File: src/rtl/wam_hit_if.sv
// Player/mole-generator signal bundle for the whack-a-mole hit detector.
// master drives buttons, holes and enable; slave returns hit pulses and BCD counters.
interface wam_hit_if;
  logic [7:0] btn;
  logic [7:0] holes;
  logic       en;
  logic [7:0] hit;
  logic [7:0] score;
  logic [7:0] miss;

  modport master (
    output btn,
    output holes,
    output en,
    input  hit,
    input  score,
    input  miss
  );

  modport slave (
    input  btn,
    input  holes,
    input  en,
    output hit,
    output score,
    output miss
  );
endinterface

File: src/rtl/wam_hit.sv
// Whack-a-mole hit detector: synchronizes and debounces eight buttons, pulses hit per
// whacked mole and keeps saturating two-digit BCD hit and miss counters.
module wam_hit #(
  parameter int unsigned DB_LEN = 3
) (
  input logic     clk_19,
  input logic     clr_n,
  wam_hit_if.slave bus
);

  logic [7:0]             sync1_q, sync2_q;
  logic [7:0][DB_LEN-1:0] sr_q, sr_d;
  logic [7:0]             db_q, db_d;
  logic [7:0]             press;
  logic [7:0]             hit_q, hit_d;
  logic [7:0]             miss_vec_q, miss_vec_d;
  logic [7:0]             score_q, score_d;
  logic [7:0]             miss_cnt_q, miss_cnt_d;

  function automatic logic [3:0] popcount(input logic [7:0] v);
    logic [3:0] cnt;
    cnt = 4'd0;
    for (int i = 0; i < 8; i++) begin
      cnt = cnt + 4'(v[i]);
    end
    return cnt;
  endfunction

  // Adds 0..8 to a two-digit BCD value, clamping at 99 instead of wrapping.
  function automatic logic [7:0] bcd_add_sat(input logic [7:0] v, input logic [3:0] n);
    logic [4:0] units;
    logic [3:0] tens;
    units = {1'b0, v[3:0]} + {1'b0, n};
    tens  = v[7:4];
    if (units > 5'd9) begin
      units = units - 5'd10;
      tens  = tens + 4'd1;
    end
    if (tens > 4'd9) begin
      return 8'h99;
    end
    return {tens, 4'(units)};
  endfunction

  always_comb begin
    sr_d  = sr_q;
    db_d  = db_q;
    press = 8'h00;
    for (int i = 0; i < 8; i++) begin
      sr_d[i] = {sr_q[i][DB_LEN-2:0], sync2_q[i]};
      if (&sr_q[i]) begin
        db_d[i] = 1'b1;
      end else if (~|sr_q[i]) begin
        db_d[i] = 1'b0;
      end
      press[i] = (&sr_q[i]) & ~db_q[i];
    end
  end

  // holes is looked at only on the press edge, so a vanished mole cannot be hit.
  always_comb begin
    hit_d      = press & bus.holes & {8{bus.en}};
    miss_vec_d = press & ~bus.holes & {8{bus.en}};
    score_d    = bcd_add_sat(score_q, popcount(hit_q));
    miss_cnt_d = bcd_add_sat(miss_cnt_q, popcount(miss_vec_q));
  end

  always_ff @(posedge clk_19 or negedge clr_n) begin
    if (!clr_n) begin
      sync1_q    <= 8'h00;
      sync2_q    <= 8'h00;
      sr_q       <= '0;
      db_q       <= 8'h00;
      hit_q      <= 8'h00;
      miss_vec_q <= 8'h00;
      score_q    <= 8'h00;
      miss_cnt_q <= 8'h00;
    end else begin
      sync1_q    <= bus.btn;
      sync2_q    <= sync1_q;
      sr_q       <= sr_d;
      db_q       <= db_d;
      hit_q      <= hit_d;
      miss_vec_q <= miss_vec_d;
      score_q    <= score_d;
      miss_cnt_q <= miss_cnt_d;
    end
  end

  assign bus.hit   = hit_q;
  assign bus.score = score_q;
  assign bus.miss  = miss_cnt_q;

endmodule

File: src/flat_wrapper.sv
// flat-port wrapper written by rule: the top's interface ports become plain ports
module wam_hit_flat 
#(
  parameter int unsigned DB_LEN = 3
)
  (clk_19, clr_n, bus_btn, bus_holes, bus_en, bus_hit, bus_score, bus_miss);
  wam_hit_if bus_i ();
  input logic clk_19;
  input logic clr_n;
  input wire logic [$bits(bus_i.btn)-1:0] bus_btn;
  input wire logic [$bits(bus_i.holes)-1:0] bus_holes;
  input wire logic [$bits(bus_i.en)-1:0] bus_en;
  output wire logic [$bits(bus_i.hit)-1:0] bus_hit;
  output wire logic [$bits(bus_i.score)-1:0] bus_score;
  output wire logic [$bits(bus_i.miss)-1:0] bus_miss;
  assign bus_i.btn = bus_btn;
  assign bus_i.holes = bus_holes;
  assign bus_i.en = bus_en;
  assign bus_hit = bus_i.hit;
  assign bus_score = bus_i.score;
  assign bus_miss = bus_i.miss;
  wam_hit #(.DB_LEN(DB_LEN)) u_core (.clk_19(clk_19), .clr_n(clr_n), .bus(bus_i));
endmodule
File: config.mk
export PLATFORM = sky130hd
export DESIGN_NAME = wam_hit_flat
export DESIGN_NICKNAME = d
export VERILOG_FILES = /design/src/rtl/wam_hit_if.sv /design/src/rtl/wam_hit.sv /design/src/flat_wrapper.sv
export SDC_FILE = /design/constraint.sdc
export NUM_CORES = 1
export LEC_CHECK = 0
export BUFFER_PORTS_ARGS = -buffer_cell sky130_fd_sc_hd__buf_2
export CAP_MARGIN = 20
export CORE_MARGIN = 5
export CORE_UTILIZATION = 38
export DETAILED_ROUTE_END_ITERATION = 8
export PLACE_DENSITY = 0.63
export SYNTH_ARGS = -nofsm -noshare
export SYNTH_HDL_FRONTEND = slang
export SYNTH_SLANG_ARGS = --single-unit
File: constraint.sdc
create_clock -name clk_19 -period 9 [get_ports clk_19]
set_input_delay 0.45 -clock clk_19 [delete_from_list [all_inputs] [get_ports clk_19]]
set_output_delay 0.45 -clock clk_19 [all_outputs]
set_load 0.01 [all_outputs]
==> results.cfg, run 1 <==
[status]
run_status = completed

[critical_path]
largest_fanout_on_the_critical_path = 5
r2r_start = u_core.miss_vec_q[0]
crit_start = u_core.miss_vec_q[0]
worstPathRequired_ns = 9.24
critical_path_class = register to register
worst_setup_path_end_kind = register
worst-endpoint-arrival_ns = 5.62
worstSetupStartpointType = register

[grt]
first_global_vias = 2257
grt_overflow_total = 0
global_route.usage.total = 0.118
grt_pass1_wl_um = 10500
antenna_violations_before_repair = 0
pin_count_of_the_biggest_net_entering_global_routing = 81

[cells_and_area]
finish.net_count = 380
final_common_cell = dfrtp_1
insertedDiodeCount = 0
layout-drive-gt1-share = 0.205
final.fill_count = 828
post-route-util = 0.455
final_cell_count_no_fill = 444
final_cell_mix = 80 x dfrtp_1, 41 x buf_2, 36 x inv_1, 20 x ha_1, 18 x o21ai_0
synthToLayoutAreaGrowth_pct = 16.0

[logic_synthesis]
synth-seq-area-share = 0.580
ys_types = 46
postSynthCellCount = 279
synth_adder_area_share = 0.131
synthesis.nets = 328
synthArstFlopShare = 1.00
synthSimpleGateAreaFrac = 0.105
ys_warn_count = 0
post_synth_instance_area_sq_um = 3450
synth_compound_gate_area_share = 0.112
synth_enable_flop_cells = 0
synth.ff_latch_count = 80
yosys_most_used_dff = dfrtp_1
synth.avg_cell_area_sq_um = 12.4
synth_top_family_by_area = adder cells
synth_xor_xnor_area_share = 0.0203
post_synth_mux_area_share = 0.00761

[clock_network]
clockRootBuffer = clkbuf_8
cts_buffer_depth = 2
worst_skew_pair.late_latency_ns = 0.35
cts_resized = 0
clk_pin_slew_worst_paths_ns = 0.08
cts_tree = yes
cts-buffers-inserted = 9
numClockSinks = 80
htree_levels = 3

[sta]
timing_hold_violations_final = 0
timing.fmax_ghz = 0.186
tightestPinTransition_ns = 0.514
setup-tns-final_ns = 0
drv_slew = 0
period_minus_slack_ns = 5.38
final-setup-viol-count = 0
worst_clock_skew_ns = 0.00554
fin_crit_sh = 0.598
grt_setup_unrepaired = false
timing.slew.headroom = 0.657

[die]
rows = 34
floorplan.core_area_sq_um = 8810
floorplan.die.height_um = 105
design.portCount = 43
floorplan.initialDensity = 0.392
dieWidth_um = 105
die_area_sq_um = 11100

[power_and_ir_drop]
cellPowerDensity_nw_per_um2 = 237
maximum_vdd_drop_v = 0.000128
standby_leakage_power_nw = 1.93

[place]
io_buffers = 42
routabilityCongestion = 0.795
post-place-cells = 426
hpwl_um = 4340

[detailed_routing]
count_of_vias_placed_by_the_detailed_router = 2194
dr.first_iter.drc_count = 90
drtPass1Iterations = 4
drt-wirelength-per-cell_um = 13.2
drc = 0
vias_per_cell = 4.94
finalWirelength_um = 5860
antenna_viol_nets_final = 0

[run]
max-cap-violations = 0

[worst_hold_path]
worstHoldPathType = input port to register
hp-start = bus_btn[6]
## Yosys cell counts (4+ instances only)
master,number,area share
and2_1,4,0.0073
o31a_1,4,0.010
dfrtp_1,80,0.58
nor2b_1,4,0.0073
a21oi_1,10,0.015
a21boi_1,4,0.0087
inv_1,36,0.039
fa_1,10,0.058
nor2_1,6,0.0065
nand2_1,12,0.013
ha_1,20,0.073
nor3b_1,5,0.011
nand3_1,4,0.0058
xnor2_1,8,0.020
nor4_1,8,0.015
nand2b_1,4,0.0073
o21ai_0,18,0.026
## metrics by stage
stage	hold WS, ns	area, sq um	setup WS, ns	power (mW)
finish	0.202	4000	3.62	0.948
global route	0.174	4000	3.28	1.02
CTS	0.180	3970	3.58	0.959
detailed placement	0.335	3790	3.59	0.714
global placement	0.332	3790	3.64	0.705
floorplan	0.154	3450	3.95	0.632
## flip-flops by register name, summed over array words and instances, names as in the netlist
signal	cells
u_core.sr_d	16
u_core.bus.hit	8
u_core.bus.miss	8
u_core.bus.score	8
u_core.db_q	8
u_core.miss_vec_q	8
u_core.sr_q	8
u_core.sync1_q	8
u_core.sync2_q	8
## power by group
group / switching [mW] / internal, mW / total (mW)
registers: 0.0369 / 0.405 / 0.442
clock network: 0.137 / 0.104 / 0.241
logic: 0.143 / 0.122 / 0.265
total: 0.317 / 0.631 / 0.948
## per-layer routing
layer	GRT usage	share of wire	up-vias
met2	0.192	0.49	44
met4	0.0515	0.020	0
met5	0	0	-
met1	0.148	0.45	1069
li1	-	-	1070
met3	0.0330	0.039	11
## kinds of logic after synthesis
group,count (synthesis)
AO/OA/AOI/OAI,56
XOR/XNOR,8
adder cells (fa/ha/maj),30
buffers and inverters,40
flip-flops,80
multiplexers,2
AND/OR/NAND/NOR,63
## path summary, 6_finish.rpt
check	endpoint	slack, ns	depth (start not counted)
setup / recovery	u_core.bus.miss[0]	3.62	16
hold reg to reg	u_core.sr_d[16]	0.35	0
hold / removal	u_core.sync1_q[6]	0.20	1
setup reg to reg	u_core.bus.miss[0]	3.62	16
max in group asynchronous	u_core.db_q[2]	8.02	3
min in group asynchronous	u_core.sync1_q[5]	0.44	2
## what timing repair did
action / CTS / global route
hold endpoints to repair: 0 / 5
hold buffers: 0 / 1
setup buffers: 0 / 0
## cell type report
| cell class | count | area, sq um | share of cell area |
|---|---|---|---|
| Timing Repair Buffer | 44 | 250 | 0.0625 |
| Inverter | 37 | 140 | 0.0350 |
| Clock buffer | 10 | 128 | 0.0319 |
| Clock inverter | 6 | 52.6 | 0.0131 |
| Multi-Input combinational cell | 159 | 1300 | 0.324 |
| Tap cell | 108 | 135 | 0.0338 |
| Sequential cell | 80 | 2000 | 0.500 |
## critical path, cell delays in order, from the launching register on
cell	delay, ns
dfrtp_1	0.37
ha_1	0.27
inv_1	0.04
fa_1	0.49
fa_1	0.43
fa_1	0.41
fa_1	0.49
inv_1	0.06
fa_1	0.43
xnor2_1	0.40
ha_1	0.22
nand2_1	0.06
a32o_1	0.25
o31ai_2	0.41
mux2_1	0.38
o31a_1	0.31
or2_1	0.22
Power figures use the tool's default switching activity.
==> inputs of run 2 (changes only) <==
- clock period: 9 -> 5.4 ns (I/O delays scaled with it)
==> run 2 against run 1 <==
  * Sequential share of layout area decreased by 1.3 points
  * First-iteration DRC count down 20%
  * Combinational power is 73% higher
  * Clock skew rose by 0.0025 ns
  * Total power rose by 73%
  * Clock power rose by 83%
  * Worst setup slack worse by 3.4 ns
  * Maximum frequency grew 4.8%
  * Cell area grew 2.7%
  * Die area is the same
  * Critical path depth stayed put
  * Critical path type unchanged
==> results.cfg, run 2 (synthesis gave the netlist of run 1 again) <==
[status]
run_status = completed

[clock_network]
post-cts-setup-buffers = 0
clk_pin_slew_worst_paths_ns = 0.08
numClockSinks = 80
htree_levels = 3
cts_buffer_depth = 2
clockRootBuffer = clkbuf_8
worst_skew_pair.late_latency_ns = 0.34
cts_tree = yes
cts-buffers-inserted = 9

[sta]
final-setup-viol-count = 0
worst_clock_skew_ns = 0.00801
holdWs_ns = 0.0312
tightestPinTransition_ns = 0.486
timing.fmax_ghz = 0.195
fin_crit_sh = 0.951
setup-tns-final_ns = 0
timing_hold_violations_final = 0
grt_setup_unrepaired = false
timing.slew.headroom = 0.676
layout_setup_ws_ns = 0.267
period_minus_slack_ns = 5.13
drv_slew = 0

[critical_path]
critical_path_class = register to register
crit_top_cell = fa_1
worst_path_cell_with_the_longest_stage_delay = fa_1
crit_family = adder cells
crit_chain = ha_1 -> inv_1 -> fa_1 -> fa_1 -> fa_1 -> fa_1 -> inv_1 -> fa_1 -> xnor2_2 -> ha_1 -> nand2_1 -> a32o_1 -> o31ai_2 -> mux2_1 -> o31a_1 -> or2_1
largest_fanout_on_the_critical_path = 5
worstSetupStartpointType = register
cpPeakStageDelay_ns = 0.50
worst_setup_path_end_kind = register
worstPathRequired_ns = 5.63
worst-endpoint-arrival_ns = 5.37
critPathBufInv = 2

[detailed_routing]
drtPass1Iterations = 4
vias_per_cell = 4.83
drc = 0
dr.first_iter.drc_count = 72
antenna_viol_nets_final = 0
count_of_vias_placed_by_the_detailed_router = 2183
drt-wirelength-per-cell_um = 13.0
finalWirelength_um = 5850

[grt]
grt_pass1_wl_um = 10400
global_route.usage.total = 0.116
antenna_violations_before_repair = 0
pin_count_of_the_biggest_net_entering_global_routing = 81
first_global_vias = 2273
grt_overflow_total = 0

[cells_and_area]
area.sequential_sq_um = 2000
final_common_cell = dfrtp_1
largest_register_ffs = 16
post-route-util = 0.467
layout-drive-gt1-share = 0.218
final.fill_count = 798
insertedDiodeCount = 0
synthToLayoutAreaGrowth_pct = 19.2
finish.net_count = 388
combined_area_of_the_multi_input_logic_cells_sq_um = 1310
final_cell_mix = 80 x dfrtp_1, 41 x buf_2, 36 x inv_1, 20 x ha_1, 18 x o21ai_0

[die]
rows = 34
floorplan.die.height_um = 105
floorplan.initialDensity = 0.392
floorplan.core_area_sq_um = 8810
die_area_sq_um = 11100
dieWidth_um = 105
design.portCount = 43

[power_and_ir_drop]
maximum_vdd_drop_v = 0.000185
cellPowerDensity_nw_per_um2 = 399
standby_leakage_power_nw = 1.99

[place]
pre_cts_slack_ns = 0.160
hpwl_um = 4370
io_buffers = 42
routabilityCongestion = 0.794

[run]
max-cap-violations = 0

[worst_hold_path]
worstHoldPathType = input port to register
-- run 2: final cells by class --
type,count,area share
well taps,108,0.0329
repair buffers,52,0.0785
multi-input cells,159,0.319
clock buffers,9,0.0301
flip-flops and latches,80,0.487
clock inverters,7,0.0189
inverters,37,0.0341
-- run 2: worst paths after layout --
kind                            cells past startpoint  slack, ns                   end                 start
worst max register to register                     16       0.27    u_core.bus.miss[0]  u_core.miss_vec_q[1]
min in group asynchronous                           2       0.27     u_core.sync1_q[5]                 clr_n
max in group asynchronous                           3       4.58  u_core.miss_vec_q[7]                 clr_n
worst min register to register                      0       0.35     u_core.sync2_q[7]     u_core.sync1_q[7]
worst max-delay path                               16       0.27    u_core.bus.miss[0]  u_core.miss_vec_q[1]
worst min-delay path                                1       0.03     u_core.sync1_q[1]            bus_btn[1]
-- run 2: power by group --
group / total [mW] / leakage, nW / internal [mW] / switching (mW)
Clock: 0.442 / 0.101 / 0.218 / 0.223
Sequential: 0.740 / 0.976 / 0.675 / 0.0648
Combinational: 0.458 / 0.916 / 0.220 / 0.238
-- run 2: worst register-to-register path: stages (launching register included) --
cell,delay [ns]
dfrtp_1,0.38
ha_1,0.27
inv_1,0.05
fa_1,0.50
fa_1,0.44
fa_1,0.42
fa_1,0.49
inv_1,0.06
fa_1,0.44
xnor2_2,0.28
ha_1,0.20
nand2_1,0.05
a32o_1,0.25
o31ai_2,0.29
mux2_1,0.38
o31a_1,0.31
or2_1,0.22
-- run 2: what timing repair did --
action | in CTS | in global routing
resized for setup | 0 | 2
hold buffers | 5 | 1
endpoints found under the hold margin | 5 | 6
setup endpoints to repair | 0 | 8
-- run 2: per-stage QoR --
step	std cells	cell area (sq um)	total power, mW
floorplan	279	3450	1.05
finish	452	4110	1.64
detailed placement	429	3810	1.20
global route	452	4110	1.76
CTS	450	4060	1.66
global placement	429	3810	1.19
-- run 2: metal layers --
layer	global-route usage	part of all wire	vias to the layer above
li1	-	-	1087
met1	0.143	0.44	1054
met5	0	0	-
met4	0.0375	0.013	0
met3	0.0446	0.053	6
met2	0.189	0.50	36
==> inputs of run 3 (changes only) <==
- PLACE_DENSITY: 0.63 -> unset
- PLACE_DENSITY_LB_ADDON: unset -> 0.12
==> run 3 against run 2 <==
  * Utilization grew 0.17 points
  * Register-to-register slack got worse by 0.05 ns
  * Cell count decreased by 0.22%
  * Highest routed layer unchanged
  * Critical path type unchanged
  * Largest cell class unchanged
  * Hold slack worse by 0.0021 ns
==> results.cfg, run 3 (synthesis gave the netlist of run 1 again) <==
[grt]
antenna_violations_before_repair = 0
first_global_vias = 2173
grt_pass1_wl_um = 10100
pin_count_of_the_biggest_net_entering_global_routing = 81
grt_overflow_total = 0
global_route.usage.total = 0.114

[place]
routabilityCongestion = 0.714
place_area_sq_um = 3810
post-place-cells = 429
io_buffers = 42
hpwl_um = 4370

[detailed_routing]
antenna_viol_nets_final = 0
finalWirelength_um = 5980
top_layer = met4
vias_per_cell = 4.80
drc = 0
drt-wirelength-per-cell_um = 13.3
drtPass1Iterations = 3
wl_met1_um = 2740
wl_met2_um = 2910
met3WireLength_um = 263
dr.first_iter.drc_count = 43
count_of_vias_placed_by_the_detailed_router = 2165

[critical_path]
worst-endpoint-arrival_ns = 5.43
cpPeakStageDelay_ns = 0.50
crit_top_cell = fa_1
worst_setup_path_end_kind = register
crit_chain = ha_1 -> inv_1 -> fa_1 -> fa_1 -> fa_1 -> fa_1 -> inv_1 -> fa_1 -> xnor2_2 -> ha_1 -> nand2_1 -> a32o_2 -> o31a_1 -> mux2_4 -> o31a_1 -> a211oi_1
worstPathRequired_ns = 5.65
r2r_start = u_core.bus.hit[1]
worst_path_cell_with_the_longest_stage_delay = fa_1
regToRegSetupSlack_ns = 0.22
largest_fanout_on_the_critical_path = 5
crit-reg2reg-capture = u_core.bus.score[2]
reg2reg_depth = 16
critPathBufInv = 2
crit_family = adder cells
critical_path_class = register to register
worstSetupStartpointType = register

[clock_network]
cts-buffers-inserted = 9
numClockSinks = 80
worst_skew_pair.late_latency_ns = 0.34
post-cts-setup-buffers = 0
clk_pin_slew_worst_paths_ns = 0.09
cts_tree = yes
htree_levels = 3
cts_buffer_depth = 2
clockRootBuffer = clkbuf_8

[die]
design.portCount = 43
floorplan.die.height_um = 105
floorplan.core_area_sq_um = 8810
die_area_sq_um = 11100
rows = 34
dieWidth_um = 105
floorplan.initialDensity = 0.392

[worst_hold_path]
worstHoldPathType = input port to register
whs_path_depth = 1
hp-start = bus_btn[4]
hold_end = u_core.sync1_q[4]

[sta]
tightestPinTransition_ns = 0.516
grt_setup_unrepaired = true
fin_crit_sh = 0.959
drv_slew = 0
final-setup-viol-count = 0
timing.slew.headroom = 0.656
timing.fmax_ghz = 0.193
timing_hold_violations_final = 0
holdWs_ns = 0.0291
setup-tns-final_ns = 0
period_minus_slack_ns = 5.18
worst_clock_skew_ns = 0.00986

[cells_and_area]
final.fill_count = 822
largest_register_ffs = 16
synthToLayoutAreaGrowth_pct = 19.6
layout-drive-gt1-share = 0.219
insertedDiodeCount = 0
final_cell_count_no_fill = 451
final_common_cell = dfrtp_1
finish.net_count = 387
final_design_area_no_fill_sq_um = 4130
final_cell_mix = 80 x dfrtp_1, 41 x buf_2, 36 x inv_1, 20 x ha_1, 18 x o21ai_0

[power_and_ir_drop]
total_power_mw = 1.69
cellPowerDensity_nw_per_um2 = 409
maximum_vdd_drop_v = 0.000170
standby_leakage_power_nw = 2.00

[run]
max-cap-violations = 0

[status]
run_status = completed
[run 3: changes by cell type in the layout (fill, tap and decap cells not counted), sizes merged]
| cell | previous run | this run |
|---|---|---|
| dlygate4sd3 | 6 | 5 |
| inv | 39 | 38 |
| bufinv | 1 | 2 |
[run 3: where the power goes]
part | internal, mW | total [mW] | switching, mW
logic | 0.220 | 0.457 | 0.238
registers | 0.675 | 0.740 | 0.0646
clock network | 0.265 | 0.491 | 0.225
total | 1.16 | 1.69 | 0.528
[run 3: worst max-delay path by stage]
stage / cells after the start / from / to
6_report: 16 / u_core.bus.hit[1] / u_core.bus.score[2]
5_1_grt: 16 / u_core.bus.hit[1] / u_core.bus.score[2]
4_1_cts: 16 / u_core.bus.hit[1] / u_core.bus.score[2]
3_5_place_dp: 16 / u_core.bus.hit[1] / u_core.bus.score[2]
3_3_place_gp: 16 / u_core.bus.hit[1] / u_core.bus.score[2]
2_1_floorplan: 16 / u_core.miss_vec_q[0] / u_core.bus.miss[0]
[run 3: cell type report]
class	instances	area, sq um	area share
clock buffer	9	124	0.0300
multi-input combinational	159	1310	0.318
timing repair buffer	51	313	0.0758
sequential	80	2000	0.485
clock inverter	7	103	0.0249
inverter	37	140	0.0339
tap	108	135	0.0327
[run 3: routing by layer]
| metal | global-route usage | up-vias |
|---|---|---|
| li1 | - | 1073 |
| met3 | 0.0379 | 9 |
| met1 | 0.143 | 1058 |
| met4 | 0.0384 | 0 |
| met2 | 0.187 | 25 |
| met5 | 0 | - |
[run 3: worst register-to-register path, stage by stage, from the launching register on]
cell and delay, ns:
dfrtp_1 0.40, ha_1 0.28, inv_1 0.04, fa_1 0.49
fa_1 0.43, fa_1 0.43, fa_1 0.50, inv_1 0.07
fa_1 0.44, xnor2_2 0.26, ha_1 0.20, nand2_1 0.05
a32o_2 0.24, o31a_1 0.38, mux2_4 0.33, o31a_1 0.30
a211oi_1 0.26
[run 3: timing repair]
| action | 4_1_cts | 5_1_grt |
|---|---|---|
| endpoints found under the setup margin | 0 | 8 |
| hold endpoints to repair | 0 | 9 |
| hold buffers | 0 | 5 |
| gates resized for setup | 0 | 2 |
[run 3: stage by stage]
step                worst slack (ns)   util
floorplan                      0.345      -
global placement               0.107  0.433
detailed placement            0.0779  0.433
CTS                           0.0621  0.458
global route                -0.00626  0.469
finish                         0.221  0.469
